$ cat src/rtl/numled_scan_ctrl_pkg.sv
`default_nettype none
// ============================================================================
// Module      : numled_scan_ctrl_pkg
// Description : Shared constants for the NUMLED seven-segment scan path.
// Revision    : 1.0 - initial release
// ============================================================================
package numled_scan_ctrl_pkg;

    localparam int DEVICE_NUM_NUMLED_EN = 8;

    // Glyphs are {cg,cf,ce,cd,cc,cb,ca}, active low.
    localparam logic [6:0] NUMLED_SEG_0   = 7'b1000000;
    localparam logic [6:0] NUMLED_SEG_1   = 7'b1111001;
    localparam logic [6:0] NUMLED_SEG_2   = 7'b0100100;
    localparam logic [6:0] NUMLED_SEG_3   = 7'b0110000;
    localparam logic [6:0] NUMLED_SEG_4   = 7'b0011001;
    localparam logic [6:0] NUMLED_SEG_5   = 7'b0010010;
    localparam logic [6:0] NUMLED_SEG_6   = 7'b0000010;
    localparam logic [6:0] NUMLED_SEG_7   = 7'b1111000;
    localparam logic [6:0] NUMLED_SEG_8   = 7'b0000000;
    localparam logic [6:0] NUMLED_SEG_9   = 7'b0010000;
    localparam logic [6:0] NUMLED_SEG_A   = 7'b0001000;
    localparam logic [6:0] NUMLED_SEG_B   = 7'b0000011;
    localparam logic [6:0] NUMLED_SEG_C   = 7'b1000110;
    localparam logic [6:0] NUMLED_SEG_D   = 7'b0100001;
    localparam logic [6:0] NUMLED_SEG_E   = 7'b0000110;
    localparam logic [6:0] NUMLED_SEG_F   = 7'b0001110;
    localparam logic [6:0] NUMLED_SEG_OFF = 7'b1111111;

endpackage
`default_nettype wire

$ cat src/rtl/numled_hex7seg.sv
`default_nettype none
// ============================================================================
// Module      : numled_hex7seg
// Description : Combinational hex nibble to active-low seven-segment glyph.
// Revision    : 1.0 - initial release
// ============================================================================
module numled_hex7seg
    import numled_scan_ctrl_pkg::*;
(
    input  logic [3:0] nibble,
    output logic [6:0] seg
);

    always_comb begin
        seg = NUMLED_SEG_OFF;
        case (nibble)
            4'h0: seg = NUMLED_SEG_0;
            4'h1: seg = NUMLED_SEG_1;
            4'h2: seg = NUMLED_SEG_2;
            4'h3: seg = NUMLED_SEG_3;
            4'h4: seg = NUMLED_SEG_4;
            4'h5: seg = NUMLED_SEG_5;
            4'h6: seg = NUMLED_SEG_6;
            4'h7: seg = NUMLED_SEG_7;
            4'h8: seg = NUMLED_SEG_8;
            4'h9: seg = NUMLED_SEG_9;
            4'hA: seg = NUMLED_SEG_A;
            4'hB: seg = NUMLED_SEG_B;
            4'hC: seg = NUMLED_SEG_C;
            4'hD: seg = NUMLED_SEG_D;
            4'hE: seg = NUMLED_SEG_E;
            4'hF: seg = NUMLED_SEG_F;
            default: seg = NUMLED_SEG_OFF;
        endcase
    end

endmodule
`default_nettype wire

$ cat src/rtl/numled_scan_ctrl.sv
`default_nettype none
// ============================================================================
// Module      : numled_scan_ctrl
// Description : Time-multiplexed digit scanner with per-frame snapshot,
//               guard-cycle blanking and leading-zero suppression.
// Revision    : 1.0 - initial release
// ============================================================================
module numled_scan_ctrl
    import numled_scan_ctrl_pkg::*;
#(
    parameter int DIGITS   = DEVICE_NUM_NUMLED_EN,
    parameter int SCAN_DIV = 100000
) (
    input  logic                  clk,
    input  logic                  rst_n,
    input  logic                  light,
    input  logic [4*DIGITS-1:0]   num_in,
    input  logic [DIGITS-1:0]     dp_mask,
    input  logic                  blank_lz,
    output logic [DIGITS-1:0]     led_en,
    output logic                  led_ca,
    output logic                  led_cb,
    output logic                  led_cc,
    output logic                  led_cd,
    output logic                  led_ce,
    output logic                  led_cf,
    output logic                  led_cg,
    output logic                  led_dp,
    output logic                  frame_done
);

    localparam int CNT_W = (SCAN_DIV > 1) ? $clog2(SCAN_DIV) : 1;
    localparam int IDX_W = (DIGITS > 1) ? $clog2(DIGITS) : 1;

    logic [CNT_W-1:0]    r_cnt;
    logic [IDX_W-1:0]    r_idx;
    logic [4*DIGITS-1:0] r_shadow;

    logic                w_cnt_last;
    logic                w_idx_last;
    logic [3:0]          w_nibble;
    logic [6:0]          w_glyph;
    logic [DIGITS-1:0]   w_nib_zero;
    logic [DIGITS-1:0]   w_upper_zero;
    logic                w_blank;

    assign w_cnt_last = (r_cnt == CNT_W'(SCAN_DIV - 1));
    assign w_idx_last = (r_idx == IDX_W'(DIGITS - 1));
    assign w_nibble   = r_shadow[4*r_idx +: 4];

    // w_upper_zero[i] is set when digit i and every digit to its left are zero.
    for (genvar i = 0; i < DIGITS; i++) begin : g_lz
        assign w_nib_zero[i] = (r_shadow[4*i +: 4] == 4'h0);
        if (i == DIGITS - 1) begin : g_top
            assign w_upper_zero[i] = w_nib_zero[i];
        end else begin : g_chain
            assign w_upper_zero[i] = w_nib_zero[i] & w_upper_zero[i+1];
        end
    end

    assign w_blank = blank_lz && (r_idx != '0) && w_upper_zero[r_idx];

    numled_hex7seg u_hex7seg (
        .nibble (w_nibble),
        .seg    (w_glyph)
    );

    always_ff @(posedge clk) begin
        if (!rst_n) begin
            r_cnt      <= '0;
            r_idx      <= '0;
            r_shadow   <= '0;
            led_en     <= '1;
            {led_cg, led_cf, led_ce, led_cd, led_cc, led_cb, led_ca} <= NUMLED_SEG_OFF;
            led_dp     <= 1'b1;
            frame_done <= 1'b0;
        end else begin
            if (w_cnt_last) begin
                r_cnt <= '0;
                r_idx <= w_idx_last ? '0 : r_idx + 1'b1;
            end else begin
                r_cnt <= r_cnt + 1'b1;
            end

            // One snapshot per frame keeps mid-frame num_in updates from tearing.
            if ((r_cnt == '0) && (r_idx == '0)) begin
                r_shadow <= num_in;
            end

            // cnt==0 is the inter-digit guard; it also hides the stale decode
            // in the slot where a fresh snapshot is being taken.
            led_en <= (light && (r_cnt != '0)) ? ~(DIGITS'(1) << r_idx) : '1;

            {led_cg, led_cf, led_ce, led_cd, led_cc, led_cb, led_ca} <=
                w_blank ? NUMLED_SEG_OFF : w_glyph;
            led_dp     <= w_blank ? 1'b1 : ~dp_mask[r_idx];
            frame_done <= w_cnt_last && w_idx_last;
        end
    end

endmodule
`default_nettype wire

$ cat config.mk
export PLATFORM = sky130hd
export DESIGN_NAME = numled_scan_ctrl
export DESIGN_NICKNAME = d
export VERILOG_FILES = /design/src/rtl/numled_scan_ctrl_pkg.sv /design/src/rtl/numled_hex7seg.sv /design/src/rtl/numled_scan_ctrl.sv
export SDC_FILE = /design/constraint.sdc
export NUM_CORES = 1
export LEC_CHECK = 0
export CAP_MARGIN = 0
export CORE_MARGIN = 8
export CORE_UTILIZATION = 48
export CTS_CLUSTER_DIAMETER = 150
export CTS_CLUSTER_SIZE = 14
export DETAILED_ROUTE_END_ITERATION = 10
export PLACE_DENSITY = 0.77
export REMOVE_ABC_BUFFERS = 1
export SKIP_CTS_REPAIR_TIMING = 1
export SLEW_MARGIN = 20
export SYNTH_ARGS = -nofsm -noshare
export SYNTH_HDL_FRONTEND = slang
export SYNTH_HIERARCHICAL = 1
export SYNTH_SLANG_ARGS = --single-unit
$ cat constraint.sdc
create_clock -name clk -period 2.7 [get_ports clk]
set_clock_uncertainty 0.05 [all_clocks]
set_input_delay 0.27 -clock clk [delete_from_list [all_inputs] [get_ports clk]]
set_output_delay 0.27 -clock clk [all_outputs]
set_load 0.01 [all_outputs]
==> results of run 1 <==
[worst max-delay path, cell delays in order (launching register included)]
cell     delay [ns]
dfxtp_2        0.46
mux4_2         0.52
nand2_1        0.07
nand2_1        0.12
inv_1          0.17
ha_1           0.22
and2b_2        0.23
or3b_1         0.37
o21ai_0        0.08
nor2_1         0.05
o21ai_0        0.08
[logic make-up (layout without fill, tap and decap cells)]
kind of cell / count (synthesis) / after routing / share of synthesized area [%]
AO/OA/AOI/OAI: 107 / 107 / 16.93
XOR/XNOR: 9 / 9 / 2.289
adder cells (fa/ha/maj): 15 / 15 / 5.451
buffers and inverters: 43 / 100 / 5.196
flip-flops: 69 / 69 / 40.12
multiplexers: 16 / 16 / 8.794
AND/OR/NAND/NOR: 138 / 138 / 21.22
[where the power goes]
part           internal (mW)  switching, mW
Sequential              1.08         0.0437
Combinational          0.197          0.177
Clock                  0.450          0.379
[worst min-delay path by stage]
stage / endpoint / slack [ns] / cells after the start
floorplan: frame_done / 0.34 / 2
global placement: r_cnt[0] / 0.41 / 1
detailed placement: r_cnt[0] / 0.43 / 1
CTS: r_cnt[0] / 0.44 / 1
global route: r_shadow[22] / 0.46 / 3
finish: r_cnt[0] / 0.44 / 1
[routing by layer]
metal	wire length (um)	share of wire (%)	vias up	track usage [%]
met3	525	5.9	18	3.798
met1	4142	47	1482	23.60
met2	3947	45	109	26.49
met5	0	0	-	0
met4	225	2.5	0	8.721
li1	-	-	1573	-
[registers in the layout, indices dropped and copies added (netlist names)]
name,flops
frame_done,1
led_ca,1
led_cb,1
led_cc,1
led_cd,1
led_ce,1
led_cf,1
led_cg,1
led_dp,1
led_en,8
r_cnt,17
r_idx,3
r_shadow,32
[through the flow]
step                      instances  utilization (%)
final                           553            60.87
after detailed placement        537            58.14
after global placement          537            58.14
after global routing            553            60.87
after CTS                       553            60.85
after floorplan                 366                -
[placed cells by master, fill, tap and decap left out, types with 4 or more instances in the layout]
master,n
buf_4,12
clkdlybuf4s50_1,60
nand4_1,36
o21ai_0,48
o31ai_1,4
nand3_1,12
a21oi_1,46
nand2_1,29
dfxtp_1,68
nor4_1,8
and4_1,4
clkbuf_8,10
xnor2_1,7
mux4_2,10
mux2i_1,4
inv_1,11
or4_1,6
nor2_1,28
ha_1,15
nor3_1,4
[final cells by class]
type | instances | area [sq um] | share of cell area, %
clock buffers | 12 | 145.1 | 3.359
clock inverters | 4 | 47.55 | 1.100
inverters | 12 | 45.04 | 1.043
multi-input cells | 285 | 1886 | 43.64
flip-flops and latches | 69 | 1383 | 32.00
well taps | 99 | 123.9 | 2.867
repair buffers | 72 | 690.7 | 15.99
==> metrics.md, run 1 <==
| Metric | Value |
|---|---|
| Avg Cell Area, Syn | 8.673 sq um |
| Top cells by area, synth | dfxtp_1 (40%), o21ai_0 (7.0%), a21oi_1 (6.7%), mux4_2 (6.5%), nand4_1 (6.5%) |
| 1st-iter DRT viols | 321 |
| Unrepaired setup endpoints after global routing | false |
| Post-Place Worst Slack | 0.06788 ns |
| Worst R2R Start | r_idx[0] |
| Worst hold slack | 0.4407 ns |
| HPWL after detailed placement | 6240 um |
| I/O pin cnt | 61 |
| Critical path peak fanout | 9 |
| WS Path Type | reg -> reg |
| Worst min-delay path startpoint | r_cnt[0] |
| Post-synthesis sequential area ratio | 40.12% |
| Routed WL | 8841 um |
| CP required | 2.92 ns |
| Antenna cells | 0 |
| Final Max Slew Viols | 0 |
| Routed vias | 3,182 |
| Final setup viols | 0 |
| CTS buffer count | 9 |
| Routability cong. | 0.8861 |
| Setup TNS | 0 ns |
| Fmax | 401.3 MHz |
| Clock root buffer | clkbuf_8 |
| Minimum clock period | 2.492 ns |
| Post-DP Area | 0.004126 sq mm |
| Remaining global-route overflow | 0 |
| Synth Cell Area | 0.003443 sq mm |
| Skew-Pair Late Insertion Delay | 0.34 ns |
| Pwr Density | 538.5 mW/mm^2 |
| Top cell type's share of synthesized area | 40.12% |
| Num Clock Sinks | 69 |
| Drt first pass iters | 4 |
| Initial core utilization | 48.51% |
| Pwr Total | 2.327 mW |
| Maximum number of pins on one net before global-route repair | 34 |
| Max_cap viols | 0 |
| R2R depth | 10 |
| Initial antenna violation count | 0 |
| CTS Buffer Depth | 2 |
| First-pass GRT wire length | 14,590 um |
| Drt drc | 0 |
| Least-Margin Pin Slew | 0.6326 ns |
| Synth Register Bits | 69 |
| Status | completed |
| Die ar. | 0.01014 sq mm |
| P&R area growth vs syn | 25.47% |
| FFs w/ async S/R, synth | 0% |
| Crit path DAT | 2.71 ns |
| Post-synth EDFFs | 0 |
| Setup crit start kind | register |
| Main synth FF type | dfxtp_1 |
| Antenna Nets Post-Route | 0 |
| Share of cells above drive strength 1 | 9.471% |
| Worst setup EP type | register |
| WL/cell | 15.99 um |
| Synth Instances | 397 |
| Rows | 31 |
| Pleak | 1.520 nW |
| Worst setup path startpoint | r_idx[0] |
| Fin. Hold Viols | 0 |
| Port buffer count | 60 |
| Ys Warns | 6 |
| CP endpoint | led_ca |
| Most frequent cells after synthesis | dfxtp_1 (69), o21ai_0 (48), a21oi_1 (46) |
| Vias/cell | 5.754 |
| Fill cell count | 633 |
| Die height | 100.7 um |
| Setup WS post-layout | 0.2080 ns |
| Vias in the first global route | 3,057 |
| Total track usage | 17.75% |
| Most frequent cell after synthesis | dfxtp_1 |
| Die Wd | 100.7 um |
| CORE AREA | 0.007098 sq mm |
| Relative slew slack | 57.83% |
| R2r endpoint | led_ca |
| Worst R2R Setup Slack | 0.21 ns |
| Worst-path clk slew | 0.08 ns |
| Yosys top cell by area | dfxtp_1 |
| CTS tree | yes |
| Final nets | 508 |
| Finished layout cell area | 0.004320 sq mm |
| Distinct cells, synth | 43 |
| VDD IR max | 283.4 uV |
| HP Class | reg -> reg |
| CTS H-tree lvls | 3 |
| Crit share post-route | 92.30% |
Note: power is estimated with default switching activity, not from simulation.
==> run 2: changes to the inputs <==
--- a/config.mk
+++ b/config.mk
@@ -6,7 +6,7 @@
 export NUM_CORES = 1
 export LEC_CHECK = 0
 export CAP_MARGIN = 0
-export CORE_MARGIN = 8
+export CORE_MARGIN = 2
 export CORE_UTILIZATION = 48
 export CTS_CLUSTER_DIAMETER = 150
 export CTS_CLUSTER_SIZE = 14
==> constraint.sdc (replaced) <==
create_clock -name clk -period 2.7 [get_ports clk]
set_clock_uncertainty 0.05 [all_clocks]
set_input_delay 0.27 -clock clk [delete_from_list [all_inputs] [get_ports clk]]
set_output_delay 0.27 -clock clk [all_outputs]
set_load 0.005 [all_outputs]
==> run 2 against run 1 <==
Effect of this change: combinational power down 3%; flip-flop and latch count unchanged; core utilization up 2.0 points; power down 0.35%; clock power about the same; final cell count down 0.54%; die area down 22%; final area down 0.12%; hold slack worse by 0.0072 ns; critical path type unchanged; largest cell class unchanged; largest power group unchanged; highest routed layer unchanged.
==> metrics.md, run 2 (same netlist as run 1, synthesis figures left out) <==
| Metric | Value |
|---|---|
| Maximum number of pins on one net before global-route repair | 36 (+5.9%) |
| Total track usage | 22.60% (+4.9 points) |
| Drt drc | 0 (unchanged) |
| R2R depth | 10 (unchanged) |
| Setup crit start kind | register |
| Die Wd | 88.70 um (-12%) |
| First-pass GRT wire length | 13,690 um (-6.1%) |
| Vias in the first global route | 2,920 (-4.5%) |
| R2r endpoint | led_ca |
| Register name with the most flops | r_shadow |
| Fill cell count | 614 (-3.0%) |
| WS Path Type | reg -> reg |
| Port buffer count | 60 (unchanged) |
| Worst-path clk slew | 0.07 ns (about the same) |
| Final nets | 508 (unchanged) |
| Die ar. | 0.007867 sq mm (-22%) |
| Remaining global-route overflow | 0 (unchanged) |
| Critical path peak fanout | 9 (unchanged) |
| Die height | 88.70 um (-12%) |
| Relative slew slack | 59.28% (+1.5 points) |
| Antenna Nets Post-Route | 0 (unchanged) |
| Pwr Density | 537.2 mW/mm^2 (-0.24%) |
| Routed vias | 3,162 (-0.63%) |
| CTS H-tree lvls | 3 (unchanged) |
| Minimum clock period | 2.461 ns (-0.03072 ns) |
| Final Max Slew Viols | 0 (unchanged) |
| Commonest non-fill, non-tap cell in the layout | dfxtp_1 |
| Routability cong. | 0.9104 (+2.7%) |
| CTS Buffer Depth | 2 (unchanged) |
| CP required | 2.93 ns (about the same) |
| Commonest non-fill, non-tap cells in the layout | dfxtp_1 (68), clkdlybuf4s50_1 (60), o21ai_0 (48) |
| Fin. Hold Viols | 0 (unchanged) |
| HPWL after detailed placement | 6021 um (-3.5%) |
| CTS buffer count | 9 (unchanged) |
| P&R area growth vs syn | 25.33% |
| I/O pin cnt | 61 (unchanged) |
| Least-Margin Pin Slew | 0.6108 ns (-0.02182 ns) |
| Rows | 30 (-3.2%) |
| CTS tree | yes |
| Vias/cell | 5.749 (about the same) |
| Post-Place Worst Slack | 0.08937 ns (+0.02149 ns) |
| Setup WS post-layout | 0.2387 ns (+0.03072 ns) |
| WL/cell | 15.34 um (-4.0%) |
| Share of cells above drive strength 1 | 9.692% (+0.22 points) |
| VDD IR max | 280.8 uV (-0.93%) |
| Top flop regs | r_shadow x32, r_cnt x17, led_en x8 |
| Initial antenna violation count | 0 (unchanged) |
| 1st-iter DRT viols | 177 (-45%) |
| CORE AREA | 0.006869 sq mm (-3.2%) |
| Unrepaired setup endpoints after global routing | false |
| Status | completed |
| Crit path DAT | 2.69 ns (-0.02 ns) |
| Drt first pass iters | 5 (+1) |
| Clock root buffer | clkbuf_8 |
| Crit share post-route | 91.16% (-1.1 points) |
| Worst min-delay path startpoint | num_in[22] |
| Antenna cells | 0 (unchanged) |
| End point of the worst hold path | r_shadow[22] |
| Final setup viols | 0 (unchanged) |
| Hold path depth | 3 (+2) |
| Initial core utilization | 50.13% (+1.6 points) |
| Max FFs per register | 32 (unchanged) |
| Max_cap viols | 0 (unchanged) |
| Worst R2R Start | r_idx[0] |
| Worst hold slack | 0.4334 ns (-0.007231 ns) |
| Pleak | 1.528 nW (+0.51%) |
| Num Clock Sinks | 69 (unchanged) |
| Skew-Pair Late Insertion Delay | 0.35 ns (about the same) |
| Worst setup path startpoint | r_idx[0] |
| Worst setup EP type | register |
| Fmax | 406.3 MHz (+1.2%) |
| HP Class | in -> reg |
| Worst R2R Setup Slack | 0.24 ns (+0.03 ns) |
| Routed WL | 8439 um (-4.5%) |
## run 2: how the worst max path moves through the flow
| stage | end | slack [ns] | depth (start not counted) |
|---|---|---|---|
| 2_1_floorplan | r_shadow[0] | -0.69 | 6 |
| 3_3_place_gp | led_ca | 0.18 | 11 |
| 3_5_place_dp | led_cd | 0.09 | 9 |
| 4_1_cts | led_cd | 0.08 | 9 |
| 5_1_grt | led_ca | 0.04 | 10 |
| 6_report | led_ca | 0.24 | 10 |
## run 2: layer usage
| metal | part of all wire [%] | global-route usage [%] | vias up |
|---|---|---|---|
| li1 | - | - | 1569 |
| met1 | 46 | 30.50 | 1470 |
| met2 | 46 | 34.74 | 107 |
| met3 | 6.0 | 5.877 | 16 |
| met4 | 2.0 | 8.815 | 0 |
| met5 | 0 | 0 | - |
## run 2: area by class of cell
| type | count | area [sq um] | area share [%] |
|---|---|---|---|
| clock buffer | 11 | 141.4 | 3.276 |
| timing repair buffer | 72 | 690.7 | 16.00 |
| clock inverter | 5 | 50.05 | 1.160 |
| inverter | 12 | 45.04 | 1.044 |
| sequential | 69 | 1383 | 32.04 |
| multi-input combinational | 285 | 1886 | 43.69 |
| tap | 96 | 120.1 | 2.783 |
## run 2: critical path: stages (launching register included)
cell and delay (ns):
dfxtp_2 0.46, mux4_2 0.54, nand2_1 0.08, nand2_1 0.12
inv_1 0.16, ha_1 0.20, and2b_2 0.23, or3b_1 0.36
o21ai_0 0.08, nor2_1 0.05, o21ai_0 0.06
## run 2: through the flow
| stage | utilization [%] | setup TNS [ns] | cells | total power, mW | area [sq um] |
|---|---|---|---|---|---|
| 6_report | 62.82 | 0 | 550 | 2.318 | 4315 |
| 5_1_grt | 62.82 | 0 | 550 | 2.420 | 4315 |
| 3_3_place_gp | 60.02 | 0 | 534 | 1.503 | 4123 |
| 4_1_cts | 62.81 | 0 | 550 | 2.325 | 4314 |
| 3_5_place_dp | 60.02 | 0 | 534 | 1.511 | 4123 |
| 2_1_floorplan | - | -22.10 | 366 | 1.343 | 3309 |
## run 2: report_power, final
group | internal [mW] | total [mW] | switching (mW) | leakage [nW]
combinational | 0.196 | 0.365 | 0.169 | 0.859
clock | 0.445 | 0.827 | 0.382 | 0.103
sequential | 1.08 | 1.13 | 0.0457 | 0.566
==> run 3: changes to the inputs <==
--- a/config.mk
+++ b/config.mk
@@ -9,7 +9,6 @@
 export CORE_MARGIN = 2
 export CORE_UTILIZATION = 48
 export CTS_CLUSTER_DIAMETER = 150
-export CTS_CLUSTER_SIZE = 14
 export DETAILED_ROUTE_END_ITERATION = 10
 export PLACE_DENSITY = 0.77
 export REMOVE_ABC_BUFFERS = 1
==> results of run 3 <==
The final DEF is identical to that of run 2; final timing and power are the same.
==> RTL change 1, RTL diff (config.mk and constraints of run 3) <==
Set the parameter `SCAN_DIV` to 200000 (it was 100000).
--- a/src/rtl/numled_scan_ctrl.sv
+++ b/src/rtl/numled_scan_ctrl.sv
@@ -9,7 +9,7 @@
     import numled_scan_ctrl_pkg::*;
 #(
     parameter int DIGITS   = DEVICE_NUM_NUMLED_EN,
-    parameter int SCAN_DIV = 100000
+    parameter int SCAN_DIV = 200000
 ) (
     input  logic                  clk,
     input  logic                  rst_n,
Check against the original RTL: no difference found for any inputs over 10 cycles, from zero or initial values and one cycle with rst_n low; that may be too few to reach the edited logic, so the function may still have changed.
==> RTL change 1 against run 3 <==
Sequential share of layout area barely moved. Sequential cell count increased by 1. Synthesized area grew 3.3%. Synthesized cell count increased by 1.3%. Via count rose by 1.8%. Routed wire length increased by 0.20%. Final area grew 1.6%. Power is 2.7% lower. Worst setup slack got worse by 0.053 ns. Largest cell class unchanged.
==> RTL change 1: results (changes against run 3) <==
[place]
detailed_place.area_sq_um = 4210  ; was 4120 sq um
dp_slack_ns = 0.0404  ; was 0.0894 ns
dp_hpwl_mm = 6.02  ; about the same
place_congestion = 0.887  ; was 0.910
dpl.cell_count = 539  ; was 534
io_buffers = 60  ; unchanged

[global_routing]
grt_max_degree = 34  ; was 36
grt_pass1_wl_mm = 14.4  ; was 13.7 mm
grt.total_usage = 0.214  ; was 0.226
grt_pass1_vias = 3033  ; was 2920

[final_layout]
largest_registers = r_shadow (32), r_cnt (18), led_en (8)  ; was r_shadow (32), r_cnt (17), led_en (8)
final_cell_count_no_fill = 554  ; was 550
seq_area_sq_um = 1400  ; was 1380 sq um
nNetsFinal = 510  ; was 508
diodes = 0  ; unchanged
largest_reg_flops = 32  ; unchanged
nFillCells = 651  ; was 614
drive_gt1_frac = 0.108  ; was 0.0969

[cts]
htreeDepth = 3  ; unchanged
root_buffer = clkbuf_8  ; unchanged
clk_pin_slew_worst_paths_ns = 0.07  ; about the same
clk_latency_ns = 0.33  ; was 0.35 ns

[synthesis]
synth_common_cells = 70 x dfxtp_1, 47 x o21ai_0, 43 x a21oi_1  ; was 69 x dfxtp_1, 48 x o21ai_0, 46 x a21oi_1
yosys.cell_types.count = 46  ; was 43
avgSynthCellArea_sq_um = 8.85  ; was 8.67 sq um
synth_top_area_share = 0.394  ; was 0.401
synth_top_cells_by_area = dfxtp_1 39%, nand4_1 7.2%, o21ai_0 6.6%, mux4_2 6.3%, a21oi_1 6.0%  ; was dfxtp_1 40%, o21ai_0 7.0%, a21oi_1 6.7%, mux4_2 6.5%, nand4_1 6.5%
async_flop_share = 0  ; unchanged
synth_seq_area_share = 0.394  ; was 0.401

[status]
status = finished, final reports clean  ; unchanged

[drt]
routed_wl_mm = 8.46  ; was 8.44 mm
vias = 3218  ; was 3162
drt_pre_antenna_iters = 4  ; was 5

[power]
power.leakage_nw = 1.56  ; was 1.53 nW
peakVddDrop_mv = 0.295  ; was 0.281 mV

[hold_path]
hold_path_class = reg2reg  ; was in2reg

[worst_setup_path]
worstPathArrival_ns = 2.73  ; was 2.69 ns
crit_family = simple AND/OR/NAND/NOR gates  ; unchanged

[timing]
slew_headroom = 0.540  ; was 0.593

## RTL change 1: cell count changes after synthesis, sizes merged, moves of 2 or more
cell,before,now
a21oi,46,43
and2,1,4
buf,10,17
clkbuf,21,17
inv,11,9
nand2,29,27
nand4,36,42
nor3,4,2
nor4,8,10
or4,6,4
xnor2,7,5
xor2,2,8
## RTL change 1: final cells by class
cell class	count	area share
Multi-Input combinational cell	288	0.446
Sequential cell	70	0.320
Timing Repair Buffer	72	0.158
Clock buffer	11	0.0345
Tap cell	99	0.0283
Inverter	10	0.00856
Clock inverter	4	0.00514
## RTL change 1: power breakdown
group | switching (mW) | total (mW) | leakage (nW) | internal, mW
clock network | 0.379 | 0.753 | 0.0910 | 0.374
logic | 0.171 | 0.363 | 0.892 | 0.192
registers | 0.0446 | 1.14 | 0.575 | 1.09
## RTL change 1: cells by family after synthesis
group,synth area share
AOI/OAI and AO/OA,0.155
xor gates and xnor gates,0.0320
adders and majority gates,0.0528
buffers and inverters,0.0573
DFF,0.394
muxes,0.0851
and+or+nand+nor,0.224
## RTL change 1: per-layer routing
layer | GRT usage | vias up | wire, um
li1 | - | 1574 | -
met1 | 0.296 | 1544 | 3990
met2 | 0.335 | 90 | 3880
met3 | 0.0377 | 10 | 445
met4 | 0.0782 | 0 | 133
met5 | 0 | - | 0
## RTL change 1: worst paths after layout
check	endpoint	start	cells past startpoint	slack [ns]
worst min register to register	r_cnt[0]$_SDFF_PP0_	r_cnt[0]$_SDFF_PP0_	1	0.44
worst max register to register	led_ca$_SDFF_PP1_	r_idx[0]$_SDFFE_PN0N_	10	0.19
worst min-delay path	r_cnt[0]$_SDFF_PP0_	r_cnt[0]$_SDFF_PP0_	1	0.44
worst max-delay path	led_ca$_SDFF_PP1_	r_idx[0]$_SDFFE_PN0N_	10	0.19
==> RTL change 2, RTL diff (settings of run 3) <==
Made on the original files. Put one more register stage on the output `led_en`, without a reset. The value now appears one clock later. The other outputs are not delayed to match.
--- a/src/rtl/numled_scan_ctrl.sv
+++ b/src/rtl/numled_scan_ctrl.sv
@@ -31,6 +31,8 @@
 
     localparam int CNT_W = (SCAN_DIV > 1) ? $clog2(SCAN_DIV) : 1;
     localparam int IDX_W = (DIGITS > 1) ? $clog2(DIGITS) : 1;
+
+    logic [DIGITS-1:0] led_en_s0;
 
     logic [CNT_W-1:0]    r_cnt;
     logic [IDX_W-1:0]    r_idx;
@@ -70,7 +72,7 @@
             r_cnt      <= '0;
             r_idx      <= '0;
             r_shadow   <= '0;
-            led_en     <= '1;
+            led_en_s0  <= '1;
             {led_cg, led_cf, led_ce, led_cd, led_cc, led_cb, led_ca} <= NUMLED_SEG_OFF;
             led_dp     <= 1'b1;
             frame_done <= 1'b0;
@@ -89,7 +91,7 @@
 
             // cnt==0 is the inter-digit guard; it also hides the stale decode
             // in the slot where a fresh snapshot is being taken.
-            led_en <= (light && (r_cnt != '0)) ? ~(DIGITS'(1) << r_idx) : '1;
+            led_en_s0 <= (light && (r_cnt != '0)) ? ~(DIGITS'(1) << r_idx) : '1;
 
             {led_cg, led_cf, led_ce, led_cd, led_cc, led_cb, led_ca} <=
                 w_blank ? NUMLED_SEG_OFF : w_glyph;
@@ -98,6 +100,10 @@
         end
     end
 
+    always_ff @(posedge clk) begin
+        led_en <= led_en_s0;
+    end
+
 endmodule
 `default_nettype wire
 
Check against the original RTL: not equivalent (a bounded check fails within 4 cycles, from zero or initial values and one cycle with rst_n low).
==> RTL change 2 against run 3 <==
Final area increased by 4.6%. Routed wire length rose by 2.3%. Critical path depth is the same. Power increased by 11%. First-iteration DRC count rose by 38%. Synthesized area is 4.6% higher. Sequential cell count grew 8. Cell count rose by 2.0%. Utilization down 0.60 points. Worst setup slack got worse by 0.095 ns. Sequential power grew 9.7%.
==> RTL change 2: results (changes against run 3) <==
[status]
status = finished, final reports clean  ; unchanged

[global_routing]
gr-usage-met3 = 0.0367  ; was 0.0588
grt_pass1_wl_mm = 14.0  ; was 13.7 mm
grt_use_met2 = 0.335  ; was 0.347
grt_pass1_vias = 2946  ; was 2920
grt.total_usage = 0.212  ; was 0.226
grt_antenna_before_repair = 0  ; unchanged
gr-usage-met1 = 0.282  ; was 0.305
grt_max_degree = 34  ; was 36

[place]
dp_slack_ns = 0.0294  ; was 0.0894 ns
io_buffers = 60  ; unchanged
dp_hpwl_mm = 6.15  ; was 6.02 mm
place_congestion = 0.938  ; was 0.910

[worst_setup_path]
worstPathArrival_ns = 2.79  ; was 2.69 ns
cpPeakStageDelay_ns = 0.53
cp_max_fo = 9  ; unchanged
slowest_stage = mux4_2  ; unchanged

[synthesis]
synth_seq_area_share = 0.428  ; was 0.401
synth_common_cells = 77 x dfxtp_1, 48 x o21ai_0, 46 x a21oi_1  ; was 69 x dfxtp_1, 48 x o21ai_0, 46 x a21oi_1
synth_top_cells_by_area = dfxtp_1 43%, o21ai_0 6.7%, a21oi_1 6.4%, mux4_2 6.3%, nand4_1 6.3%  ; was dfxtp_1 40%, o21ai_0 7.0%, a21oi_1 6.7%, mux4_2 6.5%, nand4_1 6.5%
synth_edf_count = 0  ; unchanged
yosysMostFrequentCell = dfxtp_1  ; unchanged
yosys.cell_types.count = 42  ; was 43
ys_warn_count = 6  ; unchanged
async_flop_share = 0  ; unchanged

[timing]
slew_headroom = 0.546  ; was 0.593
final.setup.tns_ns = 0  ; unchanged

[cts]
cts_buffers = 9  ; unchanged
clk_latency_ns = 0.36
clk_pin_slew_worst_paths_ns = 0.08
htreeDepth = 3  ; unchanged
root_buffer = clkbuf_8  ; unchanged
clock_path_buffers = 2  ; unchanged

[power]
power.leakage_nw = 1.59  ; was 1.53 nW
peakVddDrop_mv = 0.301  ; was 0.281 mV
p_sw_frac = 0.248  ; was 0.257

[final_layout]
drive_gt1_frac = 0.0952  ; was 0.0969
largest_registers = r_shadow (32), r_cnt (17)  ; was r_shadow (32), r_cnt (17), led_en (8)
diodes = 0  ; unchanged
nNetsFinal = 516  ; was 508

[drt]
routed_wl_mm = 8.63  ; was 8.44 mm
drt_iter0_markers = 245  ; was 177
drt_pre_antenna_iters = 5  ; unchanged
viasPerCell = 5.84  ; was 5.75

[hold_path]
hold_path_class = reg2reg  ; was in2reg

[RTL change 2: cell count changes in the layout (fill, tap and decap cells not counted), sizes merged]
cell | before | now
clkinv | 5 | 2
dfxtp | 69 | 77
clkinvlp | 0 | 2
bufinv | 1 | 2
[RTL change 2: final cells by class]
class                   instances  area, sq um
multi-input cells             285         1890
flip-flops and latches         77         1540
fillers                       626         2740
well taps                      99          124
inverters                      12         45.0
repair buffers                 72          691
clock buffers                  11          141
clock inverters                 5         83.8
[RTL change 2: cell families after synthesis]
logic type,after synthesis,synth area share
simple gates,138,0.203
compound gates,107,0.162
flops,77,0.428
buf+inv,42,0.0490
mux,16,0.0841
fa+ha+maj,15,0.0521
xor+xnor,9,0.0219
[RTL change 2: layer usage]
| metal | vias to the layer above | share of wire |
|---|---|---|
| met5 | - | 0 |
| li1 | 1596 | - |
| met1 | 1547 | 0.44 |
| met2 | 117 | 0.48 |
| met4 | 0 | 0.024 |
| met3 | 19 | 0.053 |
[RTL change 2: worst paths after layout]
| check | startpoint | to | slack [ns] | depth (start not counted) |
|---|---|---|---|---|
| max | r_idx[0]$_SDFFE_PN0N_ | led_ca$_SDFF_PP1_ | 0.14 | 10 |
| min | led_en_s0[6]$_SDFF_PN1_ | led_en[6]$_DFF_P_ | 0.28 | 0 |
| max reg2reg | r_idx[0]$_SDFFE_PN0N_ | led_ca$_SDFF_PP1_ | 0.14 | 10 |
| min reg2reg | led_en_s0[6]$_SDFF_PN1_ | led_en[6]$_DFF_P_ | 0.28 | 0 |
[RTL change 2: power groups by stage]
stage	logic [mW]	clock network [mW]	registers, mW
2_1_floorplan	0.211	0	1.25
3_3_place_gp	0.356	0	1.27
3_5_place_dp	0.367	0	1.27
4_1_cts	0.371	0.982	1.24
5_1_grt	0.407	1.04	1.25
6_report	0.371	0.970	1.24
[RTL change 2: metrics by stage]
stage               hold WS [ns]  utilization  cells  area (sq um)  power (mW)
CTS                        0.280        0.622    561          4510        2.60
global placement           0.262        0.591    545          4290        1.62
detailed placement         0.262        0.591    545          4290        1.64
finish                     0.279        0.622    561          4510        2.58
floorplan                  0.260            -    374          3470        1.46
global route               0.294        0.622    561          4510        2.69
[RTL change 2: worst max-delay path: cells and delay by family, from the launching register on]
family | cells | cell delay (ns)
AND/OR/NAND/NOR | 5 | 0.87
multiplexers | 1 | 0.53
flip-flops | 1 | 0.47
adder cells (fa/ha/maj) | 1 | 0.22
AO/OA/AOI/OAI | 2 | 0.18
buffers and inverters | 1 | 0.17
